==> src/rtl/axis_arb_pkg.sv <==
// Shared state encodings and width helpers for the packet round-robin AXIS arbiter.
package axis_arb_pkg;

  typedef logic [0:0] state_t;

  localparam state_t IDLE = 1'b0;
  localparam state_t BUSY = 1'b1;

  // Index width that never collapses to zero bits.
  function automatic int unsigned clog2_min1(input int unsigned n);
    return (n <= 1) ? 1 : $clog2(n);
  endfunction

endpackage

==> src/rtl/rr_pick.sv <==
// Combinational round-robin selector: first asserted request scanning from ptr upward, wrapping.
module rr_pick
  import axis_arb_pkg::*;
#(
  parameter int unsigned NUM_SLAVES = 2,
  parameter int unsigned SEL_W      = clog2_min1(NUM_SLAVES)
) (
  input  logic [NUM_SLAVES-1:0] req,
  input  logic [SEL_W-1:0]      ptr,
  output logic                  valid,
  output logic [SEL_W-1:0]      idx
);

  always_comb begin
    int unsigned cand;
    valid = 1'b0;
    idx   = '0;
    cand  = 0;
    for (int unsigned i = 0; i < NUM_SLAVES; i++) begin
      cand = (32'(ptr) + i) % NUM_SLAVES;
      if (!valid && req[cand]) begin
        valid = 1'b1;
        idx   = SEL_W'(cand);
      end
    end
  end

endmodule

==> src/rtl/axis_pkt_rr_arbiter.sv <==
// Packet-granular round-robin arbiter sharing one AXIS master among NUM_SLAVES slaves.
// Optional AXIS_ARB_TLAST_EN adds m00_axis_tlast on the final beat of each packet.
module axis_pkt_rr_arbiter
  import axis_arb_pkg::*;
#(
  parameter int unsigned NUM_SLAVES         = 2,
  parameter int unsigned C_AXIS_TDATA_WIDTH = 8,
  parameter int unsigned PKT_WORDS          = 20
) (
  input  logic                                     aclk,
  input  logic                                     areset,
  input  logic [NUM_SLAVES-1:0]                    s_axis_tvalid,
  input  logic [NUM_SLAVES*C_AXIS_TDATA_WIDTH-1:0] s_axis_tdata,
  output logic [NUM_SLAVES-1:0]                    s_axis_tready,
  output logic                                     m00_axis_tvalid,
  output logic [C_AXIS_TDATA_WIDTH-1:0]            m00_axis_tdata,
  input  logic                                     m00_axis_tready,
`ifdef AXIS_ARB_TLAST_EN
  output logic                                     m00_axis_tlast,
`endif
  output logic [NUM_SLAVES-1:0]                    grant,
  output logic                                     busy
);

  localparam int unsigned SEL_W = clog2_min1(NUM_SLAVES);
  localparam int unsigned CNT_W = clog2_min1(PKT_WORDS);
  localparam int unsigned W     = C_AXIS_TDATA_WIDTH;

  localparam logic [CNT_W-1:0] LAST_BEAT = CNT_W'(PKT_WORDS - 1);
  localparam logic [SEL_W-1:0] LAST_SEL  = SEL_W'(NUM_SLAVES - 1);

  state_t             state, state_n;
  logic [SEL_W-1:0]   sel, sel_n;
  logic [SEL_W-1:0]   ptr, ptr_n;
  logic [CNT_W-1:0]   beat_cnt, beat_cnt_n;

  logic               pick_valid;
  logic [SEL_W-1:0]   pick_idx;
  logic               xfer_c;
  logic               last_beat_c;

  rr_pick #(
    .NUM_SLAVES (NUM_SLAVES),
    .SEL_W      (SEL_W)
  ) u_pick (
    .req   (s_axis_tvalid),
    .ptr   (ptr),
    .valid (pick_valid),
    .idx   (pick_idx)
  );

  assign last_beat_c = (beat_cnt == LAST_BEAT);
  assign xfer_c      = (state == BUSY) && s_axis_tvalid[sel] && m00_axis_tready;

  // State and bookkeeping registers.
  always_ff @(posedge aclk) begin
    if (areset) begin
      state    <= IDLE;
      sel      <= '0;
      ptr      <= '0;
      beat_cnt <= '0;
    end else begin
      state    <= state_n;
      sel      <= sel_n;
      ptr      <= ptr_n;
      beat_cnt <= beat_cnt_n;
    end
  end

  // Next-state: arbitrate in IDLE, count handshakes in BUSY, rotate priority after each packet.
  always_comb begin
    state_n    = state;
    sel_n      = sel;
    ptr_n      = ptr;
    beat_cnt_n = beat_cnt;
    case (state)
      IDLE: begin
        if (pick_valid) begin
          sel_n      = pick_idx;
          beat_cnt_n = '0;
          state_n    = BUSY;
        end
      end
      BUSY: begin
        if (xfer_c) begin
          if (last_beat_c) begin
            state_n    = IDLE;
            beat_cnt_n = '0;
            ptr_n      = (sel == LAST_SEL) ? '0 : SEL_W'(sel + 1'b1);
          end else begin
            beat_cnt_n = CNT_W'(beat_cnt + 1'b1);
          end
        end
      end
      default: state_n = IDLE;
    endcase
  end

  // Zero-latency routing of the granted slave; everything forced low outside BUSY so idle X data never leaks.
  always_comb begin
    s_axis_tready   = '0;
    m00_axis_tvalid = 1'b0;
    m00_axis_tdata  = '0;
    grant           = '0;
    busy            = 1'b0;
`ifdef AXIS_ARB_TLAST_EN
    m00_axis_tlast  = 1'b0;
`endif
    if (state == BUSY) begin
      m00_axis_tvalid    = s_axis_tvalid[sel];
      m00_axis_tdata     = s_axis_tdata[32'(sel)*W +: W];
      s_axis_tready[sel] = m00_axis_tready;
      grant[sel]         = 1'b1;
      busy               = 1'b1;
`ifdef AXIS_ARB_TLAST_EN
      m00_axis_tlast     = last_beat_c;
`endif
    end
  end

endmodule

==> config.mk <==
export PLATFORM = sky130hd
export DESIGN_NAME = axis_pkt_rr_arbiter
export DESIGN_NICKNAME = d
export VERILOG_FILES = /design/src/rtl/axis_arb_pkg.sv /design/src/rtl/rr_pick.sv /design/src/rtl/axis_pkt_rr_arbiter.sv
export SDC_FILE = /design/constraint.sdc
export NUM_CORES = 1
export LEC_CHECK = 0
export ABC_CLOCK_PERIOD_IN_PS = 1500
export CORE_MARGIN = 5
export CORE_UTILIZATION = 35
export CTS_BUF_LIST = sky130_fd_sc_hd__clkbuf_4 sky130_fd_sc_hd__clkbuf_8
export CTS_CLUSTER_DIAMETER = 100
export DETAILED_ROUTE_END_ITERATION = 8
export PLACE_DENSITY = 0.74
export SLEW_MARGIN = 5
export SYNTH_ARGS = -nofsm -noshare
export SYNTH_HDL_FRONTEND = slang
export SYNTH_SLANG_ARGS = --single-unit
==> constraint.sdc <==
create_clock -name aclk -period 1.5 [get_ports aclk]
set_clock_uncertainty 0.15 [all_clocks]
set_input_delay 0.3 -clock aclk [delete_from_list [all_inputs] [get_ports aclk]]
set_output_delay 0.3 -clock aclk [all_outputs]
set_load 0.005 [all_outputs]
==> metrics.yaml <==
final_layout:
  syn_to_final_growth_pct: 113
  stdcell_count: 172
  drive_gt1_share_pct: 45.6
  multi_input_area_um2: 498
  fin_area_mm2: 0.00132
  num-fill-cells: 123
  fin_nets: 171
  antenna_cells: 0
  ff_latch_area_um2: 168
  post-route-util_pct: 77.1
detailed_routing:
  wl_per_cell_um: 14.1
  drt-pass1-iter-count: 4
  vias: 889
  via_per_inst: 5.17
  drcViolationCount: 0
  drt.antenna.violating_nets: 0
  wirelength_mm: 2.43
  drt_iter0_markers: 16
clock_tree:
  cts_buffers: 3
  clk_latency_ns: 0.26
  htreeDepth: 1
  clock_path_buffers: 2
  clkTransAtPathRegs_ns: 0.05
  clkSinkCount: 8
  cts_root_buf: "clkbuf_4"
  holdBufCountCts: 0
  cts_tree: "yes"
logic_synthesis:
  synthTopCellsByArea: "dfxtp_1 (26%), mux2i_1 (15%), nor2_1 (7.3%), a21oi_1 (5.7%), o21ai_0 (4.8%)"
  synthMuxAreaShare_pct: 14.5
  syn_avg_cell_area_um2: 7.37
  yosys.area.top_type: "dfxtp_1"
  synth_top_area_share_pct: 25.9
  yosys.area_share.simple_pct: 26.9
  synth_area_um2: 619
  synth_top_family_by_area: "simple AND/OR/NAND/NOR gates"
  synth_cells: 84
  post_synth_num_cell_types: 27
  synth_adder_area_share_pct: 2.02
  synth_compound_area_share_pct: 21.8
  ys.warnings.count: 0
  synth_fp_nets: 106
  ys_ff_latch: 8
  synth_xor_area_share_pct: 0
  yosysSeqAreaShare_pct: 25.9
floorplanning:
  die_w_um: 52.1
  rows: 15
  die-area_mm2: 0.00271
  dieHeight_um: 52.1
  initial_utilization_pct: 36.3
  core_mm2: 0.00171
  pin_count: 35
global_route:
  grt-ovfl-total: 0
  antenna_found_initial: 0
  grt_pass1_vias: 948
  track_usage_pct: 19.3
  grt_pass1_wl_mm: 3.94
  grt_max_degree: 12
status:
  violations: "negative setup slack"
  status: "complete, but fails checks"
timing:
  period_minus_slack_ns: 1.68
  max_freq_mhz: 595
  setup_ws_ns: -0.180
  final_hold_viol_count: 0
  worst_pin_slew_ns: 0.395
  tns_ns: -1.61
  slew_viol_final: 0
  setup-violations-final: 17
  fin_crit_sh_pct: 112
  rsz0062_at_grt: "true"
  relSlewSlack_pct: 73.4
critical_path:
  r2r_slack_ns: -0.18
  cp.arrival_ns: 1.72
  cp_slowest_cell: "or3_1"
  critPathBufInv: 3
  cp_cell_sequence: "buf_12 -> buf_4 -> buf_6 -> nand2b_4 -> a21oi_4 -> or3_1 -> a21oi_2"
  path_class: "reg2reg"
  crit_family: "simple AND/OR/NAND/NOR gates"
  worst-endpoint-required_ns: 1.54
  cpPeakStageDelay_ns: 0.38
  end_kind: "flop"
  crit_fanout: 6
  startpoint_type: "flop"
placed_design:
  portBuffers: 34
  gp_congestion: 0.800
  place_area_mm2: 0.00115
  dp_cells: 162
  hpwl_mm: 1.69
min_path:
  hold_path_class: "reg2reg"
power:
  p_leak_nw: 0.569
  p_total_mw: 0.667
  p_per_area_mw_per_mm2: 507
  peakVddDrop_mv: 0.335
flow_run:
  maxCapViolCount: 0
-- layout make-up --
class,count,area share (%)
timing repair buffer,64,42.5
tap,25,2.38
multi-input combinational,64,37.8
sequential,8,12.7
inverter,8,2.85
clock buffer,3,1.71
-- tightest hold or removal path, stage by stage (launching register included) --
cell,delay (ns)
dfxtp_1,0.34
o21ai_2,0.07
a21oi_2,0.06
-- metal layers --
metal | share of wire [%] | wire length [um] | track usage, % | vias to the layer above
li1 | - | - | - | 425
met2 | 51 | 1240 | 36.6 | 51
met4 | 3.5 | 85 | 5.68 | 0
met3 | 9.0 | 219 | 7.74 | 12
met1 | 36 | 877 | 18.8 | 401
met5 | 0 | 0 | 0 | -
-- flip-flops by register name, indices dropped and copies added (netlist names) --
register and cells:
state 1, beat_cnt 5, ptr 1, sel 1
-- synth_stat cells --
| master | count |
|---|---|
| a211oi_1 | 2 |
| a21oi_1 | 7 |
| a21oi_2 | 1 |
| a311oi_1 | 2 |
| a31oi_1 | 1 |
| and4b_1 | 1 |
| buf_2 | 2 |
| buf_6 | 1 |
| clkbuf_1 | 1 |
| dfxtp_1 | 8 |
| ha_1 | 1 |
| inv_1 | 8 |
| mux2i_1 | 9 |
| nand2_1 | 4 |
| nand2b_1 | 2 |
| nand3_1 | 4 |
| nand4_1 | 1 |
| nor2_1 | 12 |
| nor2b_1 | 2 |
| nor2b_4 | 1 |
| nor3_1 | 2 |
| o211ai_1 | 2 |
| o21ai_0 | 6 |
| o31ai_1 | 1 |
| or2b_1 | 1 |
| or3_1 | 1 |
| or4_1 | 1 |
-- cell families (layout without fill, tap and decap cells) --
| group | after synthesis | in the layout |
|---|---|---|
| mux | 9 | 9 |
| buf+inv | 12 | 75 |
| simple gates | 32 | 32 |
| fa+ha+maj | 1 | 1 |
| compound gates | 22 | 22 |
| flops | 8 | 8 |
-- cells in the final DEF, fill, tap and decap left out, types with 3 or more instances in the layout --
cell / n
clkbuf_4: 3
mux2i_1: 8
buf_2: 11
a21oi_1: 4
inv_1: 6
clkbuf_2: 3
buf_6: 10
dfxtp_1: 6
buf_4: 18
nand3_1: 4
nand2_1: 3
o21ai_0: 3
clkdlybuf4s50_1: 18
nor2_1: 11
-- worst paths after layout --
check,startpoint,end,cells after the start
worst max-delay path,sel,beat_cnt[1],7
worst min-delay path,beat_cnt[1],beat_cnt[1],2
worst max register to register,sel,beat_cnt[1],7
worst min register to register,beat_cnt[1],beat_cnt[1],2
-- repair_timing --
item | in CTS | in global routing
pin swaps | 9 | 11
cloned | 1 | 0
buffers inserted | 4 | 4
gates resized for setup | 72 | 25
setup endpoints to repair | 20 | 20
-- where the power goes --
part / total [mW] / internal [mW] / switching (mW)
Clock: 0.173 / 0.0921 / 0.0810
Sequential: 0.222 / 0.216 / 0.00569
Combinational: 0.272 / 0.163 / 0.108
Total: 0.667 / 0.472 / 0.195
-- per-stage QoR --
stage	setup WS [ns]	hold slack, ns
final	-0.180	0.370
after detailed placement	-0.451	0.372
after global routing	-0.251	0.382
after global placement	-0.432	0.332
after floorplan	0.0558	0.263
after CTS	-0.213	0.359
Power figures use the tool's default switching activity.
